`src/rtl/cxu_l2_rr_arb.sv`:
```
// Round-robin arbiter sharing one CXU-L2 subordinate port among N_REQS requesters.
// A small in-order tag FIFO remembers who won each downstream handshake so responses can be steered back.
module cxu_l2_rr_arb #(
    parameter int N_REQS       = 2,
    parameter int CXU_ID_W     = 1,
    parameter int STATE_ID_W   = 1,
    parameter int INSN_W       = 32,
    parameter int FUNC_ID_W    = 10,
    parameter int DATA_W       = 32,
    parameter int STATUS_W     = 3,
    parameter int MAX_INFLIGHT = 4
) (
    input  logic                         clk,
    input  logic                         rst,
    input  logic                         clk_en,
    input  logic [N_REQS-1:0]            req_valid,
    output logic [N_REQS-1:0]            req_ready,
    input  logic [N_REQS*CXU_ID_W-1:0]   req_cxu,
    input  logic [N_REQS*STATE_ID_W-1:0] req_state,
    input  logic [N_REQS*INSN_W-1:0]     req_insn,
    input  logic [N_REQS*FUNC_ID_W-1:0]  req_func,
    input  logic [N_REQS*DATA_W-1:0]     req_data0,
    input  logic [N_REQS*DATA_W-1:0]     req_data1,
    output logic [N_REQS-1:0]            resp_valid,
    input  logic [N_REQS-1:0]            resp_ready,
    output logic [N_REQS*STATUS_W-1:0]   resp_status,
    output logic [N_REQS*DATA_W-1:0]     resp_data,
    output logic                         t_req_valid,
    input  logic                         t_req_ready,
    output logic [CXU_ID_W-1:0]          t_req_cxu,
    output logic [STATE_ID_W-1:0]        t_req_state,
    output logic [INSN_W-1:0]            t_req_insn,
    output logic [FUNC_ID_W-1:0]         t_req_func,
    output logic [DATA_W-1:0]            t_req_data0,
    output logic [DATA_W-1:0]            t_req_data1,
    input  logic                         t_resp_valid,
    output logic                         t_resp_ready,
    input  logic [STATUS_W-1:0]          t_resp_status,
    input  logic [DATA_W-1:0]            t_resp_data
);

    localparam int IDX_W = (N_REQS > 1) ? $clog2(N_REQS) : 1;
    localparam int PTR_W = (MAX_INFLIGHT > 1) ? $clog2(MAX_INFLIGHT) : 1;
    localparam int CNT_W = $clog2(MAX_INFLIGHT + 1);

    logic [IDX_W-1:0] last_grant_q, last_grant_d;
    logic [IDX_W-1:0] lock_idx_q, lock_idx_d;
    logic             lock_q, lock_d;
    logic [IDX_W-1:0] fifo_q [MAX_INFLIGHT];
    logic [PTR_W-1:0] rd_ptr_q, rd_ptr_d;
    logic [PTR_W-1:0] wr_ptr_q, wr_ptr_d;
    logic [CNT_W-1:0] count_q, count_d;

    logic [IDX_W-1:0] grant;
    logic [IDX_W-1:0] head;
    logic             any_req;
    logic             issue_ok;
    logic             fifo_nonempty;
    logic             push;
    logic             pop;

    function automatic logic [PTR_W-1:0] ptr_inc(input logic [PTR_W-1:0] p);
        return (p == PTR_W'(MAX_INFLIGHT - 1)) ? '0 : p + 1'b1;
    endfunction

    // Scan from the farthest candidate back to the nearest so the nearest valid one wins.
    always_comb begin
        int               idx;
        logic [IDX_W-1:0] idx_l;
        idx   = 0;
        idx_l = '0;
        grant = IDX_W'((int'(last_grant_q) + 1) % N_REQS);
        if (lock_q) begin
            grant   = lock_idx_q;
            any_req = req_valid[lock_idx_q];
        end else begin
            any_req = |req_valid;
            for (int k = N_REQS; k >= 1; k--) begin
                idx   = (int'(last_grant_q) + k) % N_REQS;
                idx_l = IDX_W'(idx);
                if (req_valid[idx_l]) grant = idx_l;
            end
        end
    end

    assign fifo_nonempty = (count_q != '0);
    assign issue_ok      = clk_en && (count_q < CNT_W'(MAX_INFLIGHT));
    assign head          = fifo_q[rd_ptr_q];
    assign t_req_valid   = issue_ok && any_req;
    assign t_resp_ready  = clk_en && fifo_nonempty && resp_ready[head];
    assign push          = t_req_valid && t_req_ready;
    assign pop           = t_resp_valid && t_resp_ready;

    always_comb begin
        t_req_cxu   = '0;
        t_req_state = '0;
        t_req_insn  = '0;
        t_req_func  = '0;
        t_req_data0 = '0;
        t_req_data1 = '0;
        for (int i = 0; i < N_REQS; i++) begin
            if (grant == IDX_W'(i)) begin
                t_req_cxu   = req_cxu[i*CXU_ID_W +: CXU_ID_W];
                t_req_state = req_state[i*STATE_ID_W +: STATE_ID_W];
                t_req_insn  = req_insn[i*INSN_W +: INSN_W];
                t_req_func  = req_func[i*FUNC_ID_W +: FUNC_ID_W];
                t_req_data0 = req_data0[i*DATA_W +: DATA_W];
                t_req_data1 = req_data1[i*DATA_W +: DATA_W];
            end
        end
    end

    // Response payload is broadcast; only the slice at the FIFO head sees valid.
    generate
        for (genvar gi = 0; gi < N_REQS; gi++) begin : g_port
            assign req_ready[gi]  = issue_ok && (grant == IDX_W'(gi)) && t_req_ready;
            assign resp_valid[gi] = clk_en && fifo_nonempty && t_resp_valid && (head == IDX_W'(gi));
            assign resp_status[gi*STATUS_W +: STATUS_W] = t_resp_status;
            assign resp_data[gi*DATA_W +: DATA_W]       = t_resp_data;
        end
    endgenerate

    always_comb begin
        last_grant_d = last_grant_q;
        lock_d       = lock_q;
        lock_idx_d   = lock_idx_q;
        count_d      = count_q;
        wr_ptr_d     = push ? ptr_inc(wr_ptr_q) : wr_ptr_q;
        rd_ptr_d     = pop ? ptr_inc(rd_ptr_q) : rd_ptr_q;
        if (push) begin
            last_grant_d = grant;
            lock_d       = 1'b0;
        end else if (t_req_valid && !t_req_ready) begin
            // Pin the presented request so later arrivals cannot change the payload.
            lock_d     = 1'b1;
            lock_idx_d = grant;
        end
        if (push && !pop) begin
            count_d = count_q + 1'b1;
        end else if (pop && !push) begin
            count_d = count_q - 1'b1;
        end
    end

    always_ff @(posedge clk) begin
        if (rst) begin
            last_grant_q <= IDX_W'(N_REQS - 1);
            lock_q       <= 1'b0;
            lock_idx_q   <= '0;
            rd_ptr_q     <= '0;
            wr_ptr_q     <= '0;
            count_q      <= '0;
        end else begin
            last_grant_q <= last_grant_d;
            lock_q       <= lock_d;
            lock_idx_q   <= lock_idx_d;
            rd_ptr_q     <= rd_ptr_d;
            wr_ptr_q     <= wr_ptr_d;
            count_q      <= count_d;
            if (push) fifo_q[wr_ptr_q] <= grant;
        end
    end

    a_lock_held: assert property (@(posedge clk) disable iff (rst)
        !(lock_q && !req_valid[lock_idx_q]));
    a_resp_expected: assert property (@(posedge clk) disable iff (rst)
        !(t_resp_valid && (count_q == '0)));

endmodule

```
`config.mk`:
```
export PLATFORM = sky130hd
export DESIGN_NAME = cxu_l2_rr_arb
export DESIGN_NICKNAME = d
export VERILOG_FILES = /design/src/rtl/cxu_l2_rr_arb.sv
export SDC_FILE = /design/constraint.sdc
export NUM_CORES = 1
export LEC_CHECK = 0
export ABC_AREA = 1
export CORE_AREA = 2 2 173 175
export DETAILED_ROUTE_END_ITERATION = 7
export DIE_AREA = 0 0 175 177
export PLACE_DENSITY = 0.5
export SLEW_MARGIN = 20
export SYNTH_ARGS = -nofsm -noshare
export SYNTH_HDL_FRONTEND = slang
export SYNTH_SLANG_ARGS = --single-unit
```
`constraint.sdc`:
```
create_clock -name clk -period 3.35 [get_ports clk]
set_clock_uncertainty 0.15 [all_clocks]
set_input_delay 0.67 -clock clk [delete_from_list [all_inputs] [get_ports clk]]
set_output_delay 0.67 -clock clk [all_outputs]
set_load 0.1 [all_outputs]
```
==> results of run 1 <==
through the flow:
stage / hold slack [ps] / std cells / utilization (%) / total power [mW] / area, um^2
floorplan: 295 / 540 / - / 2.74 / 2780
global route: 350 / 1188 / 25.1 / 4.25 / 7350
finish: 324 / 1188 / 25.1 / 4.11 / 7350
global placement: 308 / 1184 / 24.8 / 3.87 / 7260
CTS: 328 / 1188 / 25.1 / 4.15 / 7350
detailed placement: 318 / 1184 / 24.8 / 3.88 / 7260
cells in the final DEF, fill, tap and decap left out:
cell	instances
sky130_fd_sc_hd__edfxtp_1	4
sky130_fd_sc_hd__buf_12	120
sky130_fd_sc_hd__nor2_1	16
sky130_fd_sc_hd__fa_1	1
sky130_fd_sc_hd__clkbuf_8	1
sky130_fd_sc_hd__dfxtp_1	12
sky130_fd_sc_hd__o21ai_1	1
sky130_fd_sc_hd__o21ai_2	1
sky130_fd_sc_hd__or2_2	1
sky130_fd_sc_hd__buf_4	4
sky130_fd_sc_hd__o21a_1	1
sky130_fd_sc_hd__ha_1	6
sky130_fd_sc_hd__nor2_2	1
sky130_fd_sc_hd__o21ai_0	4
sky130_fd_sc_hd__nand2_1	352
sky130_fd_sc_hd__clkdlybuf4s50_1	224
sky130_fd_sc_hd__nand3_1	9
sky130_fd_sc_hd__nand2_4	1
sky130_fd_sc_hd__inv_2	1
sky130_fd_sc_hd__inv_4	1
sky130_fd_sc_hd__clkbuf_16	3
sky130_fd_sc_hd__inv_1	26
sky130_fd_sc_hd__a21oi_2	1
sky130_fd_sc_hd__a21oi_1	7
worst max-delay path by stage:
stage,to,slack [ps],depth (start not counted)
detailed placement,t_req_insn[19],210,9
floorplan,resp_valid[0],90,4
CTS,t_req_insn[19],200,9
finish,t_req_data0[12],230,9
global route,t_req_data0[26],60,9
global placement,t_req_insn[19],240,9
layout make-up:
class                   instances  area [um^2]
clock buffers                   4         88.8
fillers                      3150        21900
inverters                      28          108
multi-input cells             402         1630
flip-flops and latches         16          360
well taps                     390          488
repair buffers                348         4670
power groups by stage:
stage / combinational [mW] / clock, mW / sequential (mW)
2_1_floorplan: 2.52 / 0 / 0.225
3_3_place_gp: 3.65 / 0 / 0.227
3_5_place_dp: 3.65 / 0 / 0.227
4_1_cts: 3.66 / 0.266 / 0.223
5_1_grt: 3.75 / 0.275 / 0.225
6_report: 3.62 / 0.259 / 0.223
layer usage:
layer	vias to the layer above	track usage [%]	wire length, um
li1	2047	-	-
met1	1656	10.6	5860
met2	224	19.8	9310
met3	6	2.96	1510
met4	0	1.08	123
met5	-	0	0
critical path, cell delays in order:
cell,delay (ps)
sky130_fd_sc_hd__clkdlybuf4s50_1,520
sky130_fd_sc_hd__nor2_1,70
sky130_fd_sc_hd__o21ai_2,150
sky130_fd_sc_hd__nand2_4,100
sky130_fd_sc_hd__inv_4,110
sky130_fd_sc_hd__buf_12,200
sky130_fd_sc_hd__nand2_1,70
sky130_fd_sc_hd__nand2_1,180
sky130_fd_sc_hd__buf_12,210
kinds of logic (layout without fill, tap and decap cells):
family          count (synthesis)  after routing
buf+inv                       122            380
flops                          16             16
fa+ha+maj                       7              7
compound gates                 15             15
simple gates                  380            380
==> reports/metrics.cfg, run 1 <==
[outcome]
status = completed

[synth]
synth.top_cell.area_share_pct = 47.6
synth_most_common_cell = sky130_fd_sc_hd__nand2_1
seq_area_frac_synth_pct = 13.0
mapped_area_um2 = 2780
synthXorXnorAreaFrac_pct = 0
avgSynthCellArea_um2 = 5.14
yosys_register_bits = 16
netlist_instances = 540
synth_simple_gate_area_share_pct = 52.0
syn_warnings = 0
synth.top_cells.by_count = sky130_fd_sc_hd__nand2_1, sky130_fd_sc_hd__buf_4, sky130_fd_sc_hd__inv_1
synth_top_family_by_area = simple AND/OR/NAND/NOR gates
synth.distinct_cells = 21
synth.top_cells.by_area = sky130_fd_sc_hd__nand2_1, sky130_fd_sc_hd__buf_4, sky130_fd_sc_hd__dfxtp_1, sky130_fd_sc_hd__edfxtp_1, sky130_fd_sc_hd__inv_1
synth-compound-area-share_pct = 3.06
synthAdderAreaFrac_pct = 3.42
number_of_nets_in_the_synthesized_netlist = 807
proportion_of_register_bits_with_asynchronous_set_or_reset_after_synthesis_pct = 0
number_of_synthesized_flops_with_an_enable_pin = 4
synth_area_leader_cell = sky130_fd_sc_hd__nand2_1
ys.flop_type = sky130_fd_sc_hd__dfxtp_1
synthMuxAreaShare_pct = 0

[timing]
fin_crit_sh_pct = 93.2
grt_setup_unrepaired = false
max-slew-margin-rel_pct = 80.3
totalNegativeSetupSlack_ps = 0
fin_ws_ps = 227
setup-violations-final = 0
maximum_frequency_from_static_timing_analysis_ghz = 0.320
timing.final.max_slew_violations = 0
finalCriticalPeriod_ps = 3120
finalHoldViolCount = 0
worst_slew_pin_slew_ps = 295

[placed_design]
detailed_place_hpwl_um = 14900
pre_cts_ws_ps = 214
globalplace.congestion = 0.739
port-buffer-count = 338

[route]
detailedRoute.firstPassIterationCount = 4
detail_route.drc_violations = 0
ant_nets = 0
vias_per_cell = 3.31
wire_per_inst_um = 14.1
vias = 3933
routed_wl_um = 16800
drt_iter0_drc = 126

[layout]
drive_above_1_share_pct = 16.9
layout.nets = 1066
num_antenna_cells = 0
syn_to_final_growth_pct = 165

[hold_path]
worstHoldStart = last_grant_q
worst_hold_path_type = flop to flop
min_path_cells = 2
holdPathEnd = last_grant_q

[clock_network]
max-clock-path-buffers = 2
cts_hold_buffers = 0
tritoncts.num_buffers = 3
cts_root_buf = sky130_fd_sc_hd__clkbuf_16
resize_count_post_cts = 0
insertion_delay_ps = 250
path_clk_slew_ps = 50
cts_setup_buffers = 0
cts_num_sinks = 16
htree_num_levels = 1
cts_tree = built

[worst_setup_path]
critical_path_class = input pin to output pin
worst_r2r_startpoint = count_q[0]
cp_max_fo = 34
cp-startpoint = req_valid[1]
worst_reg2reg_setup_slack_ps = 1100
cp-start-kind = input pin
r2r_cells = 10
timing.critical_path.arrival_ps = 2300
cp_required_ps = 2530
reg2reg_to = count_q[1]
crit_path_end_kind = output pin

[power]
p_clk_share_pct = 6.3
power.combinational.fraction_pct = 88.3
internal_power_mw = 1.67
total_leakage_power_nw = 3.43
p_sw_share_pct = 59.3
switchingPower_mw = 2.44
seq_power_share_pct = 5.4
ir_worst_vdd_mv = 0.276
cellPowerDensity_nw_per_um2 = 559

[floorplan]
ioPinCount = 444
die_y_um = 177
die_area_um2 = 31000
floorplan.initialDensity_pct = 9.50
floorplan_row_count = 63
coreArea_um2 = 29200
die_extent_in_x_um = 175

[run]
cap_violations = 0

[grt]
number_of_global_route_vias_before_repair = 3900
grt_antenna_before_repair = 1
sum_of_overflow_across_all_layers_after_global_routing = 0
global_route_wire_length_before_repair_um = 23600
largest_net_degree_at_the_start_of_global_routing = 52
overall_global_routing_resource_usage_pct = 10.0

Note: power is estimated with default switching activity, not from simulation.
==> run 2: changes to the inputs <==
Settings changed: SLEW_MARGIN 20 to not set.
==> results of run 2 <==
The final DEF is identical to that of run 1; final timing and power are the same.
==> run 3: changes to the inputs <==
Settings changed: CAP_MARGIN set to 20, TNS_END_PERCENT set to 50.
==> results of run 3 <==
The final DEF is identical to that of run 1; final timing and power are the same.
